[src/rtl/audio_codec_link.sv]
// audio_codec_link: WM8731 master-mode, left-justified stereo sample link.
// Codec pins are synchronised into clk; sample pairs cross via small FIFOs.
module audio_codec_link_fifo #(
    parameter int W     = 24,
    parameter int DEPTH = 4
) (
    input  logic         clk,
    input  logic         reset_n,
    input  logic         push,
    input  logic [W-1:0] push_left,
    input  logic [W-1:0] push_right,
    input  logic         pop,
    output logic [W-1:0] head_left,
    output logic [W-1:0] head_right,
    output logic         empty,
    output logic         full
);
    localparam int AW = $clog2(DEPTH);

    logic [W-1:0]  mem_left  [DEPTH];
    logic [W-1:0]  mem_right [DEPTH];
    logic [AW-1:0] wptr;
    logic [AW-1:0] rptr;
    logic [AW:0]   count;
    logic          do_push;
    logic          do_pop;

    assign empty      = (count == '0);
    assign full       = (count == (AW+1)'(DEPTH));
    assign do_push    = push && !full;
    assign do_pop     = pop && !empty;
    assign head_left  = mem_left[rptr];
    assign head_right = mem_right[rptr];

    always_ff @(posedge clk or negedge reset_n) begin
        if (!reset_n) begin
            wptr  <= '0;
            rptr  <= '0;
            count <= '0;
            for (int i = 0; i < DEPTH; i++) begin
                mem_left[i]  <= '0;
                mem_right[i] <= '0;
            end
        end else begin
            if (do_push) begin
                mem_left[wptr]  <= push_left;
                mem_right[wptr] <= push_right;
                wptr            <= wptr + 1'b1;
            end
            if (do_pop) begin
                rptr <= rptr + 1'b1;
            end
            case ({do_push, do_pop})
                2'b10:   count <= count + 1'b1;
                2'b01:   count <= count - 1'b1;
                default: count <= count;
            endcase
        end
    end
endmodule

module audio_codec_link #(
    parameter int AUDIO_DATA_WIDTH = 24,
    parameter int FIFO_DEPTH       = 4
) (
    input  logic                        clk,
    input  logic                        reset_n,
    input  logic                        read,
    output logic                        read_ready,
    output logic [AUDIO_DATA_WIDTH-1:0] readdata_left,
    output logic [AUDIO_DATA_WIDTH-1:0] readdata_right,
    input  logic                        write,
    output logic                        write_ready,
    input  logic [AUDIO_DATA_WIDTH-1:0] writedata_left,
    input  logic [AUDIO_DATA_WIDTH-1:0] writedata_right,
    input  logic                        AUD_BCLK,
    input  logic                        AUD_ADCLRCK,
    input  logic                        AUD_ADCDAT,
    input  logic                        AUD_DACLRCK,
    output logic                        AUD_DACDAT,
    output logic                        overflow,
    output logic                        underflow
);
    localparam int W  = AUDIO_DATA_WIDTH;
    localparam int CW = $clog2(W + 1);

    // {daclrck, adcdat, adclrck, bclk}
    logic [3:0] sync_a;
    logic [3:0] sync_b;
    logic [2:0] last;
    logic       bclk_rise;
    logic       bclk_fall;
    logic       adc_edge;
    logic       dac_rise;
    logic       dac_fall;

    assign bclk_rise = sync_b[0] && !last[0];
    assign bclk_fall = !sync_b[0] && last[0];
    assign adc_edge  = sync_b[1] ^ last[1];
    assign dac_rise  = sync_b[3] && !last[2];
    assign dac_fall  = !sync_b[3] && last[2];

    always_ff @(posedge clk or negedge reset_n) begin
        if (!reset_n) begin
            sync_a <= '0;
            sync_b <= '0;
            last   <= '0;
        end else begin
            sync_a <= {AUD_DACLRCK, AUD_ADCDAT, AUD_ADCLRCK, AUD_BCLK};
            sync_b <= sync_a;
            last   <= {sync_b[3], sync_b[1], sync_b[0]};
        end
    end

    logic [CW-1:0] rx_count;
    logic          rx_chan;
    logic          rx_armed;
    logic [W-1:0]  rx_shift;
    logic [W-1:0]  rx_left;
    logic [W-1:0]  rx_word;
    logic          rx_bit;
    logic          rx_last;
    logic          rx_push;
    logic          in_empty;
    logic          in_full;

    assign rx_word = {rx_shift[W-2:0], sync_b[2]};
    assign rx_bit  = bclk_rise && !adc_edge && (rx_count != CW'(W));
    assign rx_last = rx_bit && (rx_count == CW'(W - 1));
    assign rx_push = rx_last && !rx_chan && rx_armed;

    always_ff @(posedge clk or negedge reset_n) begin
        if (!reset_n) begin
            rx_count <= '0;
            rx_chan  <= 1'b0;
            rx_armed <= 1'b0;
            rx_shift <= '0;
            rx_left  <= '0;
            overflow <= 1'b0;
        end else begin
            if (adc_edge) begin
                rx_count <= '0;
                rx_chan  <= sync_b[1];
            end else if (rx_bit) begin
                rx_shift <= rx_word;
                rx_count <= rx_count + 1'b1;
                if (rx_last && rx_chan) begin
                    rx_left  <= rx_word;
                    rx_armed <= 1'b1;
                end else if (rx_last) begin
                    rx_armed <= 1'b0;
                end
            end
            if (rx_push && in_full) begin
                overflow <= 1'b1;
            end
        end
    end

    audio_codec_link_fifo #(.W(W), .DEPTH(FIFO_DEPTH)) u_in_fifo (
        .clk        (clk),
        .reset_n    (reset_n),
        .push       (rx_push),
        .push_left  (rx_left),
        .push_right (rx_word),
        .pop        (read),
        .head_left  (readdata_left),
        .head_right (readdata_right),
        .empty      (in_empty),
        .full       (in_full)
    );

    assign read_ready = !in_empty;

    logic [W-1:0] out_left;
    logic [W-1:0] out_right;
    logic         out_empty;
    logic         out_full;
    logic [W-1:0] tx_shift;
    logic [W-1:0] tx_right;
    logic         tx_armed;

    audio_codec_link_fifo #(.W(W), .DEPTH(FIFO_DEPTH)) u_out_fifo (
        .clk        (clk),
        .reset_n    (reset_n),
        .push       (write),
        .push_left  (writedata_left),
        .push_right (writedata_right),
        .pop        (dac_rise),
        .head_left  (out_left),
        .head_right (out_right),
        .empty      (out_empty),
        .full       (out_full)
    );

    assign write_ready = !out_full;

    // Shifting zeros in behind the word makes the line idle low after the LSB.
    always_ff @(posedge clk or negedge reset_n) begin
        if (!reset_n) begin
            tx_shift   <= '0;
            tx_right   <= '0;
            tx_armed   <= 1'b0;
            AUD_DACDAT <= 1'b0;
            underflow  <= 1'b0;
        end else begin
            if (dac_rise) begin
                tx_armed <= 1'b1;
                if (out_empty) begin
                    {AUD_DACDAT, tx_shift} <= '0;
                    tx_right               <= '0;
                    underflow              <= 1'b1;
                end else begin
                    {AUD_DACDAT, tx_shift} <= {out_left, 1'b0};
                    tx_right               <= out_right;
                end
            end else if (dac_fall && tx_armed) begin
                {AUD_DACDAT, tx_shift} <= {tx_right, 1'b0};
            end else if (bclk_fall) begin
                {AUD_DACDAT, tx_shift} <= {tx_shift, 1'b0};
            end
        end
    end
endmodule

[config.mk]
export PLATFORM = sky130hd
export DESIGN_NAME = audio_codec_link
export DESIGN_NICKNAME = d
export VERILOG_FILES = /design/src/rtl/audio_codec_link.sv
export SDC_FILE = /design/constraint.sdc
export NUM_CORES = 1
export LEC_CHECK = 0
export BUFFER_PORTS_ARGS = -buffer_cell sky130_fd_sc_hd__buf_4
export CAP_MARGIN = 20
export CORE_ASPECT_RATIO = 1.4
export CORE_UTILIZATION = 40
export DETAILED_ROUTE_END_ITERATION = 10
export PLACE_DENSITY = 0.55
export SLEW_MARGIN = 20
export SYNTH_ARGS = -nofsm -noshare
export SYNTH_HDL_FRONTEND = slang
export SYNTH_SLANG_ARGS = --single-unit
[constraint.sdc]
create_clock -name clk -period 2.9 [get_ports clk]
set_input_delay 0.29 -clock clk [delete_from_list [all_inputs] [get_ports clk]]
set_output_delay 0.29 -clock clk [all_outputs]
set_load 0.05 [all_outputs]
# Yosys cells after proc, flatten, opt, wreduce, memory -nomap -nowiden
# Index checks and enable logic that the tools add are counted.
[totals]
word_cells = 139
out_inout_bits = 53
register_bits = 515
[op_classes]
muxes = 35
n_eq_ne = 8
add_sub_neg = 9
bitwise_logic = 6
n_lt_le_gt_ge = 6
n_reduce_logical = 39
[op_table]
columns = ["operator", "count"]
rows = [
  ["$bwmux 96", 4],
  ["$mux 24", 15],
  ["$bmux 24 s2", 4],
  ["$demux 24 s2", 2],
  ["$logic_and 1x1->1", 18],
  ["$ge 3x3->1 const B", 4],
  ["$not 2->3", 4],
  ["$pmux 3 s2", 2],
  ["$logic_not 1->1", 10],
  ["$mux 5", 2],
  ["$add 2x1->2 const B", 4],
  ["$reduce_bool 2->1", 4],
  ["$add 3x1->3 const B", 2],
  ["$eq 3x3->1 const B", 2],
  ["$logic_not 3->1", 2],
  ["$lt 3x1->1 const B", 2],
  ["$mux 1", 6],
  ["$reduce_and 3->1", 2],
  ["$sub 3x1->3 const B", 2],
  ["$add 5x1->5 const B", 1],
  ["$eq 5x5->1 const B", 1],
  ["$ne 5x5->1 const B", 1],
  ["$eq 2x1->1 const B", 2],
  ["$eq 2x2->1 const B", 2],
  ["4 further kinds", 5],
]

# Depth between registers and ports, before layout
[logic_depth]
depth_word = 10
depth_mapped = 10

# By module
# Synthesis repeated with hierarchy kept, for this count alone.
[unflattened]
hier_cells = 1418
hier_area_um2 = 22332.7
[by_module_without_submodules]
columns = ["module", "seq_area_each_um2", "n_inst", "area_each_um2", "cells_per_inst"]
rows = [
  ["audio_codec_link_fifo", 4979.8, 2, 8683.3, 503],
  ["audio_codec_link", 2902.8, 1, 4966.0, 412],
]

# Worst setup path after synthesis
# No wires, ideal clock.
[synth_path]
path_type = "flip-flop to flip-flop"
startpoint = "register rx_count[1]"
endpoint = "register u_in_fifo.count[1]"
stages_incl_launch_ff = 9
n_path_buf = 0
period_less_slack_ns = 2.472
slack_ns = 0.428
arrival_time_ns = 2.389
path_cell_list = "dfrtp_1 > ha_1 > nand4b_2 > nor3_1 > or4b_2 > ha_1 > inv_1 > fa_1 > o21ai_0"
[synth_between]
elab_chain_len = 8
elab_cells_between_ends = 11
cone_classes = "eq/ne (4); mux (1); reduce/logical (6)"
[synth_lines]
columns = ["element", "line_no", "source"]
rows = [
  ["start: declaration", "115", "logic [CW-1:0] rx_count;"],
  ["start signal: assignment", "146", "rx_count <= rx_count + 1'b1;"],
  ["$ne 5x5->1", "128", "assign rx_bit = bclk_rise && !adc_edge && (rx_count != CW'(W));"],
  ["$logic_and 1x1->1", "128", ""],
  ["$logic_and 1x1->1 *", "129", "assign rx_last = rx_bit && (rx_count == CW'(W - 1));"],
  ["$logic_and 1x1->1 * (2 in series)", "130", "assign rx_push = rx_last && !rx_chan && rx_armed;"],
  ["$logic_and 1x1->1 *", "30", "assign do_push = push && !full;"],
  ["$eq 2x1->1 / $eq 2x2->1 (equally long branches)", "53", "case ({do_push, do_pop})"],
  ["$pmux 3 s2 / $reduce_bool 2->1 (equally long branches)", "n/a", ""],
  ["end signal: assignment", "54", "2'b10: count <= count + 1'b1;"],
  ["end signal: assignment", "55", "2'b01: count <= count - 1'b1;"],
  ["end signal: assignment", "56", "default: count <= count;"],
  ["end: declaration", "24", "logic [AW:0] count;"],
]
# Every way passes the cells marked *; elsewhere a longest branch is shown, timed or not.
# A chain may end at the register's enable or synchronous reset.

# Worst setup path in the final report
[layout_path]
startpoint = "register u_in_fifo.rptr[0]"
endpoint = "output readdata_left[3]"
[layout_between]
elab_chain_len = 4
[layout_lines]
columns = ["element", "line_no", "source"]
rows = [
  ["start: declaration", "23", "logic [AW-1:0] rptr;"],
  ["start signal: assignment", "51", "rptr <= rptr + 1'b1;"],
  ["$not 2->3 (not written as such)", "32", "assign head_left = mem_left[rptr];"],
  ["$bmux 24 s2", "32", ""],
  ["$mux 24 (not written as such) (2 in series)", "32", ""],
  ["end: declaration", "70", "output logic [AUDIO_DATA_WIDTH-1:0] readdata_left,"],
]
# No other way between the ends. The select of a mux whose other input is x is not followed.

==> results.yml <==
synth:
  yosys_register_bits: 514
  yosysUniqueCellTypes: 41
  syn_area_mm2: 0.0222
  seq_area_frac_synth_pct: 57.8
  synth-main-ff-cell: "sky130_fd_sc_hd__dfrtp_1"
  synthesis.area_per_instance_um2: 16.2
  yosys_warnings: 0
  synth_cells: 1376
  syn-num-nets: 1446
  synth_enable_flop_cells: 0
  ys_async_sr_fraction_pct: 100
floorplanning:
  total_die_area_mm2: 0.0566
  floorplan.core_area_mm2: 0.0546
  fp-row-count: 101
  floorplan.initialDensity_pct: 40.7
  floorplan.die.width_um: 201
  height_of_the_die_um: 281
  design.portCount: 109
timing:
  timing.hold.ws_ns: 0.111
  crit_path_time_final_ns: 2.72
  grt_setup_unrepaired: "no"
  share_of_the_clock_period_used_by_the_worst_path_pct: 93.7
  fin_setup_tns_ns: 0
  report.final.slew_viol_count: 0
  finalHoldViolations: 0
  clock.fmax_mhz: 368
  worst_clock_skew_ns: 0.0235
  worst_slack_ns: 0.184
  tightestPinTransition_ns: 1.10
  report.final.setup_viol: 0
  slew-limit-headroom_pct: 26.7
global_routing:
  largest_net_degree_at_the_start_of_global_routing: 94
  antenna_found_initial: 2
  gr-usage-all-layers_pct: 17.1
  via_count_of_the_first_global_routing_pass: 13463
  grt-ovfl-total: 0
  wire_length_of_the_first_global_routing_pass_um: 76300
route:
  route.detailed.drc: 0
  wirelength_um: 46200
  final_antenna_net_count: 0
  firstDrtPassIters: 4
  total_via_count_in_the_routed_design: 12026
  via_per_inst: 5.20
  avgRoutedWirePerCell_um: 20.0
  detail_route.iter0.violations: 371
clock_network:
  cts_made_buffers: 52
  tritoncts: "yes"
  sink_count_of_the_clock_tree: 514
  clockBufferDepth: 3
  clk_latency_ns: 0.60
  cts.clk_slew.worst_paths_ns: 0.06
  post-cts-setup-buffer-count: 0
  htree_levels: 2
  ctsRootBufferMaster: "sky130_fd_sc_hd__clkbuf_16"
final_layout:
  mostFrequentLayoutCells: "sky130_fd_sc_hd__dfrtp_1 (510), sky130_fd_sc_hd__mux2_2 (351), sky130_fd_sc_hd__buf_4 (133), sky130_fd_sc_hd__mux4_2 (96), sky130_fd_sc_hd__mux2_4 (80)"
  post_route_cells_drive_above_1_share_pct: 50.6
  finalNetCount: 1616
  instances_no_fill: 2311
  area_delta_synth_final_pct: 18.7
  num-fill-cells: 4802
  layout_commonest_cell: "sky130_fd_sc_hd__dfrtp_1"
status:
  outcome: "complete, no violations"
worst_setup_path:
  largest_driver_fanout_on_the_critical_path: 17
  worst_ep_required_time_ns: 2.61
  timing_worst_setup_path_type: "reg2out"
  endpoint_kind: "output port"
  startpoint_type: "flop"
  crit_arrival_ns: 2.43
power_and_ir_drop:
  power_mw: 23.1
  power_leakage_nw: 12.4
  power.density_mw_per_mm2: 873
  irDropWorstVdd_mv: 0.594
placed_design:
  place.gp.congestion: 0.682
  place.detailed.instances: 2160
  hpwlAfterDp_um: 27400
  dp_worst_setup_slack_ns: 0.218
  numPortBuffers: 108
job:
  max-cap-violations: 0
worst_hold_path:
  min-delay-path-class: "in2reg"
==> through the flow <==
step / cell area [um^2] / utilization [%]
4_1_cts: 26400 / 48.4
5_1_grt: 26400 / 48.4
2_1_floorplan: 22200 / -
6_report: 26400 / 48.4
3_5_place_dp: 24000 / 44.0
3_3_place_gp: 24000 / 44.0
==> critical path, cell delays in order, from the launching register on <==
cell and delay, ns:
sky130_fd_sc_hd__dfrtp_4 0.65, sky130_fd_sc_hd__buf_4 0.36, sky130_fd_sc_hd__mux4_2 0.59, sky130_fd_sc_hd__buf_4 0.22
==> layout make-up <==
type                       instances  area, um^2  share of cell area (%)
clock inverter                    19         280                    1.06
tap                              721         902                    3.42
timing repair buffer             202        1840                    6.98
clock buffer                      77        1560                    5.89
multi-input combinational        760        8890                    33.7
sequential                       514       12900                    48.7
antenna                            2        5.00                  0.0189
inverter                          16        60.1                   0.227
==> state kept, by name (all words and copies together) (netlist names), 4 cells and up <==
register	flops
u_out_fifo.mem_left	96
u_in_fifo.mem_right	96
tx_right	24
tx_shift	23
u_out_fifo.mem_right	96
rx_left	24
sync_b	4
u_in_fifo.mem_left	96
rx_count	5
sync_a	4
rx_shift	23
==> kinds of logic (layout without fill, tap and decap cells) <==
logic type / count (synthesis) / in the layout / synth area share [%]
mux: 528 / 528 / 32.9
flops: 514 / 514 / 57.8
simple gates: 120 / 120 / 2.74
buf+inv: 102 / 314 / 2.29
compound gates: 81 / 81 / 2.69
xor+xnor: 17 / 17 / 0.669
fa+ha+maj: 14 / 14 / 0.855
other cells: 0 / 2 / 0
==> final timing paths <==
kind | from | to | slack [ns] | cells after the start
setup / recovery | u_in_fifo.rptr[0]$_DFFE_PN0P_ | readdata_left[3] | 0.18 | 3
max in group asynchronous | reset_n | u_out_fifo.mem_left[52]$_DFFE_PN0P_ | 1.60 | 3
hold / removal | read | u_in_fifo.rptr[0]$_DFFE_PN0P_ | 0.11 | 3
min in group asynchronous | reset_n | u_in_fifo.mem_right[10]$_DFFE_PN0P_ | 0.28 | 2
hold reg to reg | sync_a[1]$_DFF_PN0_ | sync_b[1]$_DFF_PN0_ | 0.35 | 0
setup reg to reg | rx_count[1]$_DFFE_PN0P_ | u_in_fifo.count[1]$_DFFE_PN0P_ | 0.23 | 8
==> repair_timing <==
action | in CTS | in global routing
endpoints found under the setup margin | 0 | 0
endpoints found under the hold margin | 262 | 0
gates resized for setup | 0 | 0
hold buffers | 53 | 0
==> layer usage <==
metal | GRT usage, % | vias up | wire length [um]
met4 | 5.23 | 0 | 1010
met1 | 21.0 | 6374 | 19600
met5 | 0 | - | 0
li1 | - | 5415 | -
met3 | 2.47 | 74 | 1440
met2 | 30.8 | 163 | 24200
==> report_power, final <==
part	internal [mW]	switching [mW]	total (mW)	leakage [nW]
Clock	4.33	2.80	7.13	0.909
Combinational	3.43	2.32	5.75	4.82
Sequential	8.99	1.19	10.2	6.62
==> cells in the mapped netlist, drive strengths merged, types with 2 or more instances <==
master	n	share of area, %
dfrtp	514	58
mux2	431	23
mux4	96	9.7
buf	47	1.4
nand2	40	0.72
clkbuf	39	0.66
nor2	33	0.56
a21oi	25	0.56
a22o	24	0.94
or2	24	0.67
o311ai	23	0.91
inv	16	0.27
ha	12	0.67
xor2	10	0.39
xnor2	7	0.28
o21ai	5	0.11
nand2b	4	0.11
nand3	3	0.067
fa	2	0.18
nand4	2	0.056
nand4b	2	0.11
nor2b	2	0.056
nor3	2	0.045
Power figures use the tool's default switching activity.
